<file path="src/rtl/dpt_pkg.sv">
// Shared types and timing constants for the double-pulse burst scheduler.
// Clock is 40 MHz, so one cycle is 25 ns.
package dpt_pkg;

    typedef enum logic [2:0] {
        IDLE,
        DEAD,
        ON,
        OFF,
        COOL,
        FAULT
    } state_t;

    localparam int CLK_HZ = 40_000_000;
    localparam int US_5   = 200;
    localparam int US_20  = 800;
    localparam int US_30  = 1200;
    localparam int S_5    = 200_000_000;

endpackage

</file>
<file path="src/rtl/dpt_trig_sync.sv">
// Two-flop synchroniser for the asynchronous trigger, plus a rising-edge
// detector on the synchronised level.
module dpt_trig_sync (
    input  logic clk,
    input  logic rst_n,
    input  logic trig,
    output logic s2,
    output logic rise
);

    logic s1;
    logic s2_d;

    always_ff @(posedge clk) begin
        if (!rst_n) begin
            s1   <= 1'b0;
            s2   <= 1'b0;
            s2_d <= 1'b0;
        end else begin
            s1   <= trig;
            s2   <= s1;
            s2_d <= s2;
        end
    end

    assign rise = s2 & ~s2_d;

endmodule

</file>
<file path="src/rtl/dpt_burst_scheduler.sv">
// Programmable multi-pulse gate-drive burst on one half-bridge leg, with dead
// time, enable gating of pulses 2..N, fault abort and post-burst lockout.
module dpt_burst_scheduler
    import dpt_pkg::*;
#(
    parameter int CNT_W    = 32,
    parameter int NP_W     = 3,
    parameter int DEAD_CYC = 40
) (
    input  logic             clk,
    input  logic             rst_n,
    input  logic             trig,
    input  logic             enable,
    input  logic             fault,
    input  logic             cfg_leg,
    input  logic [NP_W-1:0]  cfg_n_pulse,
    input  logic [CNT_W-1:0] cfg_t_on1,
    input  logic [CNT_W-1:0] cfg_t_on,
    input  logic [CNT_W-1:0] cfg_t_off,
    input  logic [CNT_W-1:0] cfg_t_cool,
    output logic             K1,
    output logic             K2,
    output logic             busy,
    output logic             done,
    output logic             faulted,
    output logic [NP_W-1:0]  pulse_idx
);

    localparam logic [CNT_W-1:0] DEAD_LEN = CNT_W'(DEAD_CYC);

    state_t           state, state_n;
    logic [CNT_W-1:0] cnt, cnt_n, phase_len;
    logic [CNT_W-1:0] t_on1_q, t_on_q, t_off_q, t_cool_q;
    logic [NP_W-1:0]  n_q, idx, idx_n;
    logic             leg_q;
    logic             s2, rise, start, phase_end, drive, done_n;

    dpt_trig_sync u_sync (
        .clk  (clk),
        .rst_n(rst_n),
        .trig (trig),
        .s2   (s2),
        .rise (rise)
    );

    // A phase programmed with 0 still lasts one cycle.
    function automatic logic [CNT_W-1:0] last_cnt(input logic [CNT_W-1:0] c);
        return (c == '0) ? '0 : c - 1'b1;
    endfunction

    assign start = rise && (state == IDLE) && (cfg_n_pulse != '0);

    always_comb begin
        phase_len = '0;
        case (state)
            DEAD:    phase_len = DEAD_LEN;
            ON:      phase_len = (idx == NP_W'(1)) ? t_on1_q : t_on_q;
            OFF:     phase_len = t_off_q;
            COOL:    phase_len = t_cool_q;
            default: phase_len = '0;
        endcase
    end

    assign phase_end = (cnt == last_cnt(phase_len));

    always_comb begin
        state_n = state;
        idx_n   = idx;
        done_n  = 1'b0;
        if (fault) begin
            state_n = FAULT;
        end else begin
            unique case (state)
                IDLE: if (start) state_n = DEAD;
                DEAD: if (phase_end) begin
                    state_n = ON;
                    idx_n   = NP_W'(1);
                end
                ON:   if (phase_end) state_n = (idx == n_q) ? COOL : OFF;
                OFF:  if (phase_end) begin
                    state_n = ON;
                    idx_n   = idx + 1'b1;
                end
                COOL: if (phase_end) begin
                    state_n = IDLE;
                    done_n  = 1'b1;
                end
                FAULT: if (!s2) state_n = IDLE;
                default: state_n = IDLE;
            endcase
        end
        if (state_n == IDLE || state_n == FAULT) idx_n = '0;
        // Counter restarts on every state change and rests at 0 when parked.
        if (state_n != state || state_n == IDLE || state_n == FAULT)
            cnt_n = '0;
        else
            cnt_n = cnt + 1'b1;
        drive = (state_n == ON) && ((idx_n == NP_W'(1)) || enable);
    end

    always_ff @(posedge clk) begin
        if (!rst_n) begin
            state     <= IDLE;
            cnt       <= '0;
            idx       <= '0;
            n_q       <= '0;
            leg_q     <= 1'b0;
            t_on1_q   <= '0;
            t_on_q    <= '0;
            t_off_q   <= '0;
            t_cool_q  <= '0;
            K1        <= 1'b0;
            K2        <= 1'b0;
            busy      <= 1'b0;
            done      <= 1'b0;
            faulted   <= 1'b0;
            pulse_idx <= '0;
        end else begin
            state     <= state_n;
            cnt       <= cnt_n;
            idx       <= idx_n;
            K1        <= drive & ~leg_q;
            K2        <= drive & leg_q;
            busy      <= (state_n != IDLE);
            done      <= done_n;
            faulted   <= (state_n == FAULT);
            pulse_idx <= (state_n == ON) ? idx_n : '0;
            if (start) begin
                n_q      <= cfg_n_pulse;
                leg_q    <= cfg_leg;
                t_on1_q  <= cfg_t_on1;
                t_on_q   <= cfg_t_on;
                t_off_q  <= cfg_t_off;
                t_cool_q <= cfg_t_cool;
            end
        end
    end

endmodule

</file>
<file path="config.mk">
export PLATFORM = sky130hd
export DESIGN_NAME = dpt_burst_scheduler
export DESIGN_NICKNAME = d
export VERILOG_FILES = /design/src/rtl/dpt_pkg.sv /design/src/rtl/dpt_trig_sync.sv /design/src/rtl/dpt_burst_scheduler.sv
export SDC_FILE = /design/constraint.sdc
export NUM_CORES = 1
export LEC_CHECK = 0
export CELL_PAD_IN_SITES_DETAIL_PLACEMENT = 0
export CELL_PAD_IN_SITES_GLOBAL_PLACEMENT = 2
export CORE_MARGIN = 2
export CORE_UTILIZATION = 35
export CTS_CLUSTER_SIZE = 12
export DETAILED_ROUTE_END_ITERATION = 8
export MAX_ROUTING_LAYER = met4
export PLACE_DENSITY = 0.82
export SKIP_LAST_GASP = 1
export SLEW_MARGIN = 20
export SYNTH_ARGS = -nofsm -noshare
export SYNTH_HDL_FRONTEND = slang
export SYNTH_SLANG_ARGS = --single-unit
</file>
<file path="constraint.sdc">
create_clock -name clk -period 15.9 [get_ports clk]
set_input_delay 2.385 -clock clk [delete_from_list [all_inputs] [get_ports clk]]
set_output_delay 2.385 -clock clk [all_outputs]
set_load 0.1 [all_outputs]
</file>
Word-level counts from Yosys, hierarchy flattened
Cells that the tools add are included.
{"block": "classes", "n_addsub": 3, "n_eq_ne": 12, "mux": 17, "bitwise_logic": 7, "reduce_logical": 16}
{"operator": "case mux 32 bit (4 select lines)", "count": 1}
{"operator": "2-to-1 mux 32 bit", "count": 2}
{"operator": "2-to-1 mux 3 bit", "count": 11}
{"operator": "adder 32 x 1 -> 32 bit, second input constant", "count": 1}
{"operator": "== test 32 bit", "count": 1}
{"operator": "logical NOT 32 bit", "count": 1}
{"operator": "subtractor 32 x 1 -> 32 bit, second input constant", "count": 1}
{"operator": "case mux 3 bit (5 select lines)", "count": 1}
{"operator": "== test 3 x 1 -> 1 bit, second input constant", "count": 3}
{"operator": "== test 3 x 2 -> 1 bit, second input constant", "count": 3}
{"operator": "== test 3 bit, second input constant", "count": 3}
{"operator": "logical NOT 3 bit", "count": 2}
{"operator": "case mux 3 bit (2 select lines)", "count": 1}
{"operator": "nonzero test 3 bit", "count": 2}
{"operator": "logical OR 1 bit", "count": 4}
{"operator": "inverter 1 bit", "count": 4}
{"operator": "OR reduction 2 bit", "count": 2}
{"operator": "adder 3 x 1 -> 3 bit, second input constant", "count": 1}
{"operator": "AND 1 bit", "count": 3}
{"operator": "== test 3 bit", "count": 1}
{"operator": "logical AND 1 bit", "count": 3}
{"operator": "inequality test 3 bit", "count": 1}
{"operator": "OR reduction 3 bit", "count": 1}
{"operator": "AND reduction 2 bit", "count": 1}
{"operator": "2-to-1 mux 1 bit", "count": 1}
{"block": "word_totals", "regBits": 181, "in_bits": 137, "output_inout_bits": 8, "elab_cells": 73}

Longest topological paths before layout
Gate-level depths: netlist of the first run.
{"block": "logic_depth", "word_depth": 16, "ltp_mapped": 29, "ltp_nobuf": 24}

Hierarchy
A second synthesis of the first run with hierarchy kept.
{"block": "unflattened", "hier_cells": 1322, "hier_area_um2": 10186.0}
{"module": "dpt_burst_scheduler", "instances": 1, "cells_per_inst": 1315, "area_each_um2": 10093.4, "seq_area_each_um2": 3563.4}
{"module": "dpt_trig_sync", "instances": 1, "cells_per_inst": 7, "area_each_um2": 92.6, "seq_area_each_um2": 60.1}

Worst setup path after synthesis of the first run
Ideal clock, no wire load.
{"block": "synth_path", "path_type": "reg2reg", "from": "register idx[0]", "to": "register K2", "setup_time_ns": 0.122, "t_arrival_ns": 5.858, "required_time_ns": 15.778, "slack_ns": 9.921, "path_stages_with_launch": 29, "n_path_buf": 5, "synth_period_minus_slack_ns": 5.979, "path_cell_list": "dfxtp_1 > ha_1 > nor2b_1 > buf_4 > buf_4 > buf_4 > buf_2 > mux2i_1 > o21ai_0 > a22oi_1 > ha_1 > inv_1 > a221oi_1 > and4_1 > nand2_1 > or3_1 > nor3_1 > buf_2 > a2111o_1 > nand4_1 > or4_1 > or2_1 > ha_1 > nand2_1 > o21ai_0 > a21oi_1 > inv_1 > a41oi_2 > nor3b_1"}
{"block": "synth_between", "elab_chain_len": 16, "elab_cells_between_ends": 28, "classes_between": "2 x add/sub; 6 x eq/ne; 14 x mux; 1 x bitwise; 5 x reduce/logical"}
{"item": "start, declared", "line": "dpt_burst_scheduler.sv:34", "text": "logic [NP_W-1:0] n_q, idx, idx_n;"}
{"item": "start signal, assigned", "line": "dpt_burst_scheduler.sv:121", "text": "idx <= idx_n;"}
{"item": "== test 3 x 1 -> 1 bit", "line": "dpt_burst_scheduler.sv:57", "text": "ON: phase_len = (idx == NP_W'(1)) ? t_on1_q : t_on_q;"}
{"item": "2-to-1 mux 32 bit", "line": "dpt_burst_scheduler.sv:57"}
{"item": "case mux 32 bit (4 select lines)", "line": "dpt_burst_scheduler.sv:55", "text": "case (state)"}
{"item": "subtractor 32 x 1 -> 32 bit or logical NOT 32 bit (tied branches)", "line": "dpt_burst_scheduler.sv:48", "text": "return (c == '0) ? '0 : c - 1'b1;"}
{"item": "2-to-1 mux 32 bit", "line": "dpt_burst_scheduler.sv:48"}
{"item": "== test 32 bit", "line": "dpt_burst_scheduler.sv:64", "text": "assign phase_end = (cnt == last_cnt(phase_len));"}
{"item": "2-to-1 mux 3 bit (on tied branches)"}
{"item": "case mux 3 bit (5 select lines)", "line": "dpt_burst_scheduler.sv:73", "text": "unique case (state)"}
{"item": "2-to-1 mux 3 bit", "line": "dpt_burst_scheduler.sv:70", "text": "if (fault) begin"}
{"item": "== test 3 bit or logical NOT 3 bit (tied branches)", "line": "dpt_burst_scheduler.sv:92", "text": "if (state_n == IDLE || state_n == FAULT) idx_n = '0;"}
{"item": "logical OR 1 bit", "line": "dpt_burst_scheduler.sv:92"}
{"item": "2-to-1 mux 3 bit", "line": "dpt_burst_scheduler.sv:92"}
{"item": "== test 3 x 1 -> 1 bit", "line": "dpt_burst_scheduler.sv:98", "text": "drive = (state_n == ON) && ((idx_n == NP_W'(1)) || enable);"}
{"item": "logical OR 1 bit", "line": "dpt_burst_scheduler.sv:98"}
{"item": "logical AND 1 bit (*)", "line": "dpt_burst_scheduler.sv:98"}
{"item": "AND 1 bit (*)", "line": "dpt_burst_scheduler.sv:123", "text": "K2 <= drive & leg_q;"}
{"item": "end signal, assigned", "line": "dpt_burst_scheduler.sv:123"}
{"item": "end, declared", "line": "dpt_burst_scheduler.sv:22", "text": "output logic K2,"}
Mark *: on every way between the ends. The rest lies on a longest branch, timed or not.
A chain may end at the register's enable or synchronous reset.

Worst setup path after layout of the first run
{"block": "layout_path", "from": "register state[0]", "to": "register K2"}
{"block": "layout_between", "elab_chain_len": 15, "elab_cells_between_ends": 34, "classes_between": "1 x add/sub; 9 x eq/ne; 14 x mux; 1 x bitwise; 9 x reduce/logical"}
{"item": "start, declared", "line": "dpt_burst_scheduler.sv:31", "text": "state_t state, state_n;"}
{"item": "start signal, assigned", "line": "dpt_burst_scheduler.sv:119", "text": "state <= state_n;"}
{"item": "== test 3 bit, or another cell as far along", "line": "dpt_burst_scheduler.sv:55, dpt_burst_scheduler.sv:73"}
{"item": "case mux 32 bit (4 select lines)", "line": "dpt_burst_scheduler.sv:55"}
{"item": "subtractor 32 x 1 -> 32 bit or logical NOT 32 bit (tied branches)", "line": "dpt_burst_scheduler.sv:48"}
{"item": "2-to-1 mux 32 bit", "line": "dpt_burst_scheduler.sv:48"}
{"item": "== test 32 bit", "line": "dpt_burst_scheduler.sv:64"}
{"item": "2-to-1 mux 3 bit (on tied branches)"}
{"item": "case mux 3 bit (5 select lines)", "line": "dpt_burst_scheduler.sv:73"}
{"item": "2-to-1 mux 3 bit", "line": "dpt_burst_scheduler.sv:70"}
{"item": "== test 3 bit or logical NOT 3 bit (tied branches)", "line": "dpt_burst_scheduler.sv:92"}
{"item": "logical OR 1 bit", "line": "dpt_burst_scheduler.sv:92"}
{"item": "2-to-1 mux 3 bit", "line": "dpt_burst_scheduler.sv:92"}
{"item": "== test 3 x 1 -> 1 bit", "line": "dpt_burst_scheduler.sv:98"}
{"item": "logical OR 1 bit", "line": "dpt_burst_scheduler.sv:98"}
{"item": "logical AND 1 bit (*)", "line": "dpt_burst_scheduler.sv:98"}
{"item": "AND 1 bit (*)", "line": "dpt_burst_scheduler.sv:123"}
Marked as above.

==> results of run 1 <==
-- registers in the layout, summed over array words and instances (netlist names) --
signal / count
busy: 1
done: 1
u_sync.s1: 1
n_q: 3
pulse_idx: 3
K1: 1
t_on_q: 32
K2: 1
state: 3
idx: 3
u_sync.s2_d: 1
t_cool_q: 32
faulted: 1
t_on1_q: 32
cnt: 32
t_off_q: 32
u_sync.s2: 1
leg_q: 1
-- cells in the mapped netlist (all sizes together), types with 4 or more instances --
library cell / n / share of area
and2: 7 / 0.0042
nor3: 25 / 0.015
a211oi: 11 / 0.0089
a31oi: 4 / 0.0024
or3: 8 / 0.0048
o21ai: 39 / 0.019
and4: 5 / 0.0045
mux2: 8 / 0.0087
nor3b: 6 / 0.0053
a22oi: 15 / 0.011
nand4: 25 / 0.017
nor2b: 9 / 0.0062
xor2: 25 / 0.021
or2: 4 / 0.0024
inv: 18 / 0.0065
nor4: 17 / 0.015
and3: 15 / 0.0091
clkbuf: 51 / 0.018
a21oi: 26 / 0.013
nor2: 108 / 0.042
buf: 30 / 0.019
a22o: 17 / 0.014
nor4b: 7 / 0.0059
o22ai: 11 / 0.0066
mux2i: 38 / 0.037
a221oi: 6 / 0.0051
nand2b: 7 / 0.0042
dfxtp: 181 / 0.35
o31ai: 6 / 0.0043
o21bai: 6 / 0.0043
nand3: 23 / 0.013
or4: 5 / 0.0040
xnor2: 34 / 0.029
ha: 5 / 0.0060
a21boi: 135 / 0.098
nand2: 321 / 0.12
-- metrics by stage --
stage | cell area [um2] | setup WS (ns) | util | std cells | hold WS, ns
5_1_grt | 12660 | 8.284 | 0.4306 | 1815 | 0.4800
2_1_floorplan | 10360 | 9.921 | - | 1314 | 0.4119
3_3_place_gp | 12060 | 9.289 | 0.4101 | 1783 | 0.4160
3_5_place_dp | 12060 | 9.104 | 0.4101 | 1783 | 0.4238
4_1_cts | 12650 | 9.081 | 0.4304 | 1815 | 0.4416
6_report | 12660 | 9.024 | 0.4306 | 1815 | 0.4369
-- metal layers --
| metal | global-route usage | wire [um] | up-vias |
|---|---|---|---|
| met2 | 0.4284 | 18740 | 246 |
| met1 | 0.3234 | 17380 | 4682 |
| met4 | 0.08574 | 1251 | 0 |
| met5 | - | 0 | - |
| met3 | 0.03768 | 1557 | 51 |
| li1 | - | - | 4820 |
-- cells by family (layout without fill, tap and decap cells) --
logic type,Yosys count,count (layout),synth area share
flip-flops,181,181,0.3496
XOR/XNOR,59,59,0.04986
AND/OR/NAND/NOR,606,606,0.2801
AO/OA/AOI/OAI,318,318,0.2253
adder cells (fa/ha/maj),5,5,0.006036
buffers and inverters,99,210,0.04382
multiplexers,46,46,0.04539
-- critical path, cell delays in order (launching register included) --
cell      delay [ns]
dfxtp_1         0.93
or3b_2          0.72
o21bai_1        0.27
inv_1           0.11
ha_1            0.18
inv_1           0.04
a221oi_1        0.34
and4_1          0.32
nand2_1         0.29
nor3_2          0.68
o221ai_1        0.19
nor4b_1         0.55
nand4b_1        0.19
or4_1           0.57
or2_1           0.28
ha_1            0.27
nand2_1         0.07
o21ai_0         0.09
a21oi_1         0.30
inv_1           0.09
a41oi_2         0.19
nor3b_1         0.07
-- worst paths after layout --
path	startpoint	to	depth (start not counted)
max	state[0]	K2	21
min	u_sync.s1	u_sync.s2	1
max reg2reg	state[0]	K2	21
min reg2reg	u_sync.s1	u_sync.s2	1
-- where the power goes --
part | total, mW | internal, mW | switching, mW
logic | 0.156 | 0.0735 | 0.0823
clock network | 0.441 | 0.236 | 0.205
registers | 0.472 | 0.461 | 0.0105
-- cell type report --
class / instances / area share
inverter: 18 / 0.005337
clock inverter: 14 / 0.01305
tap: 390 / 0.03855
multi-input combinational: 1034 / 0.4998
timing repair buffer: 160 / 0.1231
sequential: 181 / 0.2862
clock buffer: 18 / 0.03390
==> flow_metrics.env, run 1 <==
export IMPL_place_gp_congestion=0.9648
export IMPL_nets=1554
export IMPL_syn_area_um2=10360
export IMPL_synthFlopType="dfxtp_1"
export IMPL_cp_start_kind="register"
export IMPL_most_common_layout_cells="321 x nand2_1, 181 x dfxtp_1, 143 x clkdlybuf4s50_1"
export IMPL_vias=9799
export IMPL_ys_seq_elements=181
export IMPL_cts_sinks=181
export IMPL_drt_total_wl_mm=38.93
export IMPL_drv_cap=0
export IMPL_rsz0062_at_grt="no"
export IMPL_drtIter0Drc=776
export IMPL_postCtsHoldBufs=0
export IMPL_cp_end_kind="register"
export IMPL_synthCells=1314
export IMPL_crit_fanout=35
export IMPL_clk_latency_ns=0.45
export IMPL_cts_max_level=4
export IMPL_numCtsBuffers=17
export IMPL_ys_warnings_count=0
export IMPL_port_buffers=144
export IMPL_detail_route_antenna_nets=0
export IMPL_max_slew_margin=0.3377
export IMPL_wl_per_cell_um=21.45
export IMPL_overflow=0
export IMPL_cts_setup_buffers=0
export IMPL_setup_tns_ns=0
export IMPL_worst_pin_slew_ns=0.9904
export IMPL_syn_to_final_growth_pct=22.14
export IMPL_dpl_hpwl_mm=30.48
export IMPL_min_path_type="register to register"
export IMPL_outcome="complete, no violations"
export IMPL_ff2ff_setup_slack_ns=9.02
export IMPL_grt_max_degree=76
export IMPL_fillers=3033
export IMPL_start_util=0.3525
export IMPL_powerDensity_nw_per_um2=84.45
export IMPL_final_min_clock_period_ns=6.876
export IMPL_drive_above_1_share=0.07158
export IMPL_antennaDiodeCount=0
export IMPL_synth_nets=1456
export IMPL_fmaxAchievable_mhz=145.4
export IMPL_ys_types=87
export IMPL_synth_edf_count=0
export IMPL_drc_errors=0
export IMPL_multiInputGateArea_um2=6327
export IMPL_via_per_inst=5.399
export IMPL_hold_viol_final=0
export IMPL_ctsRootBufferMaster="clkbuf_16"
export IMPL_drtPass1Iterations=6
export IMPL_synth_avg_cell_area_um2=7.888
export IMPL_die_x_um=176.1
export IMPL_fin_skew_ns=0.01792
export IMPL_regArea_um2=3623
export IMPL_die_h_um=176.1
export IMPL_grt_usage=0.2585
export IMPL_p_total_mw=1.069
export IMPL_first_global_vias=9528
export IMPL_leakage_nw=4.190
export IMPL_period_share=0.4325
export IMPL_die_area_um2=31010
export IMPL_grt_pass1_wl_mm=58.00
export IMPL_ir_drop_mv=0.07266
export IMPL_worstPathRequired_ns=16.23
export IMPL_critical_path_class="register to register"
export IMPL_synthArstFlopShare=0
export IMPL_finalSetupViolCount=0
export IMPL_coreArea_um2=29400
export IMPL_io_pins=145
export IMPL_final_common_cell="nand2_1"
export IMPL_arrival_ns=7.20
export IMPL_ys_seq_area_frac=0.3496
export IMPL_cts_resized=0
export IMPL_rows=63
export IMPL_cts_tree="built"
export IMPL_path_clk_slew_ns=0.08
export IMPL_drv_slew=0
export IMPL_antenna_found_initial=0
export IMPL_cts_path_max_buffers=2
(Power assumes the default switching activity.)
==> run 2, diff against run 1 <==
--- a/config.mk
+++ b/config.mk
@@ -8,11 +8,11 @@
 export CELL_PAD_IN_SITES_DETAIL_PLACEMENT = 0
 export CELL_PAD_IN_SITES_GLOBAL_PLACEMENT = 2
 export CORE_MARGIN = 2
-export CORE_UTILIZATION = 35
+export CORE_UTILIZATION = 29
 export CTS_CLUSTER_SIZE = 12
 export DETAILED_ROUTE_END_ITERATION = 8
 export MAX_ROUTING_LAYER = met4
-export PLACE_DENSITY = 0.82
+export PLACE_DENSITY = 0.72
 export SKIP_LAST_GASP = 1
 export SLEW_MARGIN = 20
 export SYNTH_ARGS = -nofsm -noshare
==> constraint.sdc (replaced) <==
create_clock -name clk -period 5.7 [get_ports clk]
set_input_delay 0.855 -clock clk [delete_from_list [all_inputs] [get_ports clk]]
set_output_delay 0.855 -clock clk [all_outputs]
set_load 0.1 [all_outputs]
==> flow_metrics.env, run 2 (synthesis results as in run 1) <==
export IMPL_outcome="complete, no violations"
export IMPL_met2_length_mm=19.28
export IMPL_setup_tns_ns=0
export IMPL_met1_length_mm=18.52
export IMPL_powerDensity_nw_per_um2=228.5
export IMPL_drt_total_wl_mm=40.55
export IMPL_drc_errors=0
export IMPL_postCtsHoldBufs=0
export IMPL_ff2ff_setup_slack_ns=0.29
export IMPL_hold_depth=2
export IMPL_cp_end_kind="register"
export IMPL_syn_to_final_growth_pct=26.49
export IMPL_die_x_um=193.1
export IMPL_rows=69
export IMPL_grt_usage=0.2281
export IMPL_rr_worst_depth=18
export IMPL_drv_cap=0
export IMPL_detail_route_antenna_nets=0
export IMPL_wl_per_cell_um=21.07
export IMPL_most_common_layout_cells="320 x nand2_1, 181 x dfxtp_1, 143 x clkdlybuf4s50_1"
export IMPL_grt_pass1_wl_mm=60.93
export IMPL_fmaxAchievable_mhz=184.9
export IMPL_critical_path_class="register to register"
export IMPL_final_min_clock_period_ns=5.408
export IMPL_cp_start_kind="register"
export IMPL_max_slew_margin=0.2402
export IMPL_r2r_end="K2"
export IMPL_dpl_cell_area_um2=12440
export IMPL_cts_max_level=4
export IMPL_vias=9871
export IMPL_io_pins=145
export IMPL_crit_fanout=15
export IMPL_cts_sinks=181
export IMPL_dpl_hpwl_mm=32.27
export IMPL_worst_pin_slew_ns=1.125
export IMPL_place_gp_congestion=0.9676
export IMPL_start_util=0.2928
export IMPL_via_per_inst=5.128
export IMPL_hold_path_startpoint="t_off_q[6]"
export IMPL_first_global_vias=9815
export IMPL_min_to="t_off_q[6]"
export IMPL_ctsRootBufferMaster="clkbuf_16"
export IMPL_finalSetupViolCount=0
export IMPL_final_area_um2=13110
export IMPL_port_buffers=144
export IMPL_drive_above_1_share=0.1031
export IMPL_period_share=0.9488
export IMPL_drtPass1Iterations=5
export IMPL_min_path_type="register to register"
export IMPL_drtIter0Drc=593
export IMPL_clk_latency_ns=0.45
export IMPL_r2r_start="state[0]"
export IMPL_worstPathRequired_ns=6.04
export IMPL_coreArea_um2=35400
export IMPL_cts_tree="built"
export IMPL_fin_skew_ns=0.01241
export IMPL_path_clk_slew_ns=0.08
export IMPL_drv_slew=0
export IMPL_ir_drop_mv=0.2046
export IMPL_hold_viol_final=0
export IMPL_final_common_cell="nand2_1"
export IMPL_grt_max_degree=132
export IMPL_die_h_um=193.1
export IMPL_leakage_nw=4.414
export IMPL_rsz0062_at_grt="no"
export IMPL_wl_met3_mm=1.628
export IMPL_cts_path_max_buffers=2
export IMPL_setup_worst_path_start="state[0]"
export IMPL_antenna_found_initial=3
export IMPL_nets=1593
export IMPL_die_area_um2=37270
export IMPL_numCtsBuffers=17
export IMPL_highest_layer="met4"
export IMPL_antennaDiodeCount=0
export IMPL_overflow=0
export IMPL_arrival_ns=5.75
-- run 2: cell types whose count changed in the layout (fill, tap and decap cells not counted), moves of 2 or more --
cell and delta:
buf_4 +37, buf_12 +2, nor4_2 -2, inv_8 +3, clkinv_8 +3, inv_6 -2, bufinv_16 -2, clkinv_4 +2
clkinvlp_4 -4
-- run 2: worst max-delay path by stage --
stage	slack [ns]	cells after the start	to
5_1_grt	0.01	24	K2
4_1_cts	0.17	22	K2
3_3_place_gp	0.06	22	K2
3_5_place_dp	0.17	24	K2
2_1_floorplan	0.03	28	K2
6_report	0.29	18	K2
-- run 2: final cells by class --
class | instances | area [um2]
fillers | 3745 | 22290
repair buffers | 199 | 1877
clock buffers | 18 | 439.2
well taps | 461 | 576.8
inverters | 18 | 67.56
clock inverters | 14 | 157.7
flip-flops and latches | 181 | 3623
multi-input cells | 1034 | 6369
-- run 2: worst max-delay path, stage by stage, from the launching register on --
cell and delay (ns):
dfxtp_1 0.71, buf_4 0.32, or3b_2 0.36, o22ai_1 0.22, a311oi_4 0.56, and4_1 0.40, and3_1 0.20, xor2_1 0.40
o2111a_1 0.29, nand4b_1 0.13, or4_4 0.51, or2_1 0.28, ha_1 0.28, nand2_1 0.06, o21ai_0 0.09, a21oi_2 0.17
inv_1 0.06, a41oi_2 0.19, nor3b_1 0.07
-- run 2: repair_timing --
item,CTS,global route
endpoints found under the hold margin,0,0
resized for setup,0,9
endpoints found under the setup margin,0,4
setup buffers,0,5
-- run 2: through the flow --
stage          instances  power (mW)    util  hold WS (ns)  worst slack [ns]
3_3_place_gp        1888       1.807  0.3514        0.4478           0.06165
6_report            1925       2.996  0.3704        0.4682            0.2917
3_5_place_dp        1888       1.805  0.3514        0.4589            0.1711
5_1_grt             1925       3.114  0.3704        0.4868           0.01082
4_1_cts             1920       3.016  0.3682        0.4709            0.1693
2_1_floorplan       1314       1.586       -        0.4119           0.03259
-- run 2: power by group --
group | switching (mW) | internal, mW
combinational | 0.246 | 0.231
clock | 0.606 | 0.601
sequential | 0.0246 | 1.29
-- run 2: metal layers --
layer | up-vias | global-route usage
li1 | 4898 | -
met5 | - | -
met4 | 0 | 0.07314
met3 | 39 | 0.03385
met1 | 4728 | 0.2908
met2 | 206 | 0.3712
==> run 3, diff against run 2 <==
--- a/config.mk
+++ b/config.mk
@@ -11,7 +11,6 @@
 export CORE_UTILIZATION = 29
 export CTS_CLUSTER_SIZE = 12
 export DETAILED_ROUTE_END_ITERATION = 8
-export MAX_ROUTING_LAYER = met4
 export PLACE_DENSITY = 0.72
 export SKIP_LAST_GASP = 1
 export SLEW_MARGIN = 20
==> flow_metrics.env, run 3 (synthesis results as in run 1) <==
export IMPL_io_pins=145
export IMPL_cp_end_kind="register"
export IMPL_critical_path_class="register to register"
export IMPL_cp_start_kind="register"
export IMPL_ctsRootBufferMaster="clkbuf_16"
export IMPL_drt_total_wl_mm=41.18
export IMPL_drv_slew=0
export IMPL_min_path_type="register to register"
export IMPL_fmaxAchievable_mhz=183.4
export IMPL_overflow=0
export IMPL_endpoint="K2"
export IMPL_most_common_layout_cells="320 x nand2_1, 181 x dfxtp_1, 143 x clkdlybuf4s50_1"
export IMPL_cts_path_max_buffers=2
export IMPL_grt_met2_usage=0.3819
export IMPL_syn_to_final_growth_pct=26.75
export IMPL_ir_drop_mv=0.1946
export IMPL_path_depth=24
export IMPL_rsz0062_at_grt="no"
export IMPL_via_per_inst=5.186
export IMPL_grt_usage=0.2234
export IMPL_grt_max_degree=89
export IMPL_hold_viol_final=0
export IMPL_vias=9999
export IMPL_drive_above_1_share=0.1011
export IMPL_rr_worst_depth=24
export IMPL_place_gp_congestion=1.046
export IMPL_critical_path_slowest_cell="or4_1"
export IMPL_coreArea_um2=35400
export IMPL_drc_errors=0
export IMPL_max_stage_delay_ns=0.60
export IMPL_detail_route_antenna_nets=0
export IMPL_die_area_um2=37270
export IMPL_nets=1593
export IMPL_r2r_start="idx[0]"
export IMPL_clk_latency_ns=0.46
export IMPL_cts_sinks=181
export IMPL_fin_skew_ns=0.01266
export IMPL_arrival_ns=5.79
export IMPL_p_total_mw=2.980
export IMPL_critical_path_top_delay_family="simple AND/OR/NAND/NOR gates"
export IMPL_setup_worst_path_start="idx[0]"
export IMPL_path_clk_slew_ns=0.07
export IMPL_setup_tns_ns=0
export IMPL_port_buffers=144
export IMPL_die_h_um=193.1
export IMPL_final_min_clock_period_ns=5.452
export IMPL_crit_path_cell_trace="ha_2 > nor2b_4 > mux2i_1 > o21ai_0 > a22oi_1 > ha_2 > inv_1 > a221oi_4 > and4_4 > nand2_4 > or3_4 > nor3_1 > buf_4 > a2111o_1 > nand4_1 > or4_1 > or2_1 > ha_1 > nand2_1 > o21ai_0 > a21oi_2 > inv_1 > a41oi_2 > nor3b_1"
export IMPL_finalWorstSetupSlack_ns=0.2477
export IMPL_dpl_hpwl_mm=32.55
export IMPL_drv_cap=0
export IMPL_postCtsHoldBufs=0
export IMPL_drtIter0Drc=633
export IMPL_antenna_found_initial=1
export IMPL_powerDensity_nw_per_um2=226.8
export IMPL_rows=69
export IMPL_final_common_cell="nand2_1"
export IMPL_grt_use_met3=0.03891
export IMPL_first_global_vias=9660
export IMPL_cts_tree="built"
export IMPL_max_slew_margin=0.2951
export IMPL_outcome="complete, no violations"
export IMPL_start_util=0.2928
export IMPL_met1_usage=0.2865
export IMPL_post_route_util=0.3712
export IMPL_cts_max_level=4
export IMPL_die_x_um=193.1
export IMPL_wl_per_cell_um=21.36
export IMPL_crit_buf_inv=3
export IMPL_grt_pass1_wl_mm=60.70
export IMPL_finalSetupViolCount=0
export IMPL_crit_fanout=8
export IMPL_worst_pin_slew_ns=1.044
export IMPL_top_usage_layer="met2"
export IMPL_place_ws_ns=0.006884
export IMPL_leakage_nw=4.413
export IMPL_r2r_end="K2"
export IMPL_ff2ff_setup_slack_ns=0.25
export IMPL_drtPass1Iterations=6
export IMPL_worstPathRequired_ns=6.04
export IMPL_numCtsBuffers=17
export IMPL_period_share=0.9565
[run 3: power by group]
group	switching [mW]	internal [mW]
clock	0.565	0.629
sequential	0.0219	1.29
combinational	0.247	0.230
total	0.834	2.15
[run 3: worst min path at each step]
stage	cells after the start	end	slack [ns]	start
floorplan	1	u_sync.s2	0.41	u_sync.s1
CTS	1	K1	0.46	leg_q
global route	1	K1	0.47	leg_q
global placement	1	K1	0.44	leg_q
finish	1	K1	0.46	leg_q
detailed placement	1	K1	0.45	leg_q
[run 3: routing by layer]
layer / share of wire / up-vias
met4: 0.024 / 0
met5: 0 / -
met1: 0.45 / 4823
met3: 0.039 / 43
met2: 0.49 / 228
li1: - / 4905
[run 3: cell type report]
type	count	area, um2
fill	3810	22260
multi-input combinational	1034	6374
sequential	181	3623
timing repair buffer	199	1902
tap	461	576.8
clock buffer	19	442.9
clock inverter	13	143.9
inverter	18	67.56
antenna	3	7.507
[run 3: through the flow]
step | std cells | area (um2) | hold WS, ns
final | 1928 | 13140 | 0.4553
after global routing | 1925 | 13130 | 0.4663
after CTS | 1922 | 13070 | 0.4582
after detailed placement | 1890 | 12480 | 0.4503
after global placement | 1890 | 12480 | 0.4401
after floorplan | 1314 | 10390 | 0.4119
[run 3: repair_timing]
item	4_1_cts	5_1_grt
pin swaps	0	1
gates resized for setup	1	9
setup buffers	0	3
endpoints found under the setup margin	2	4
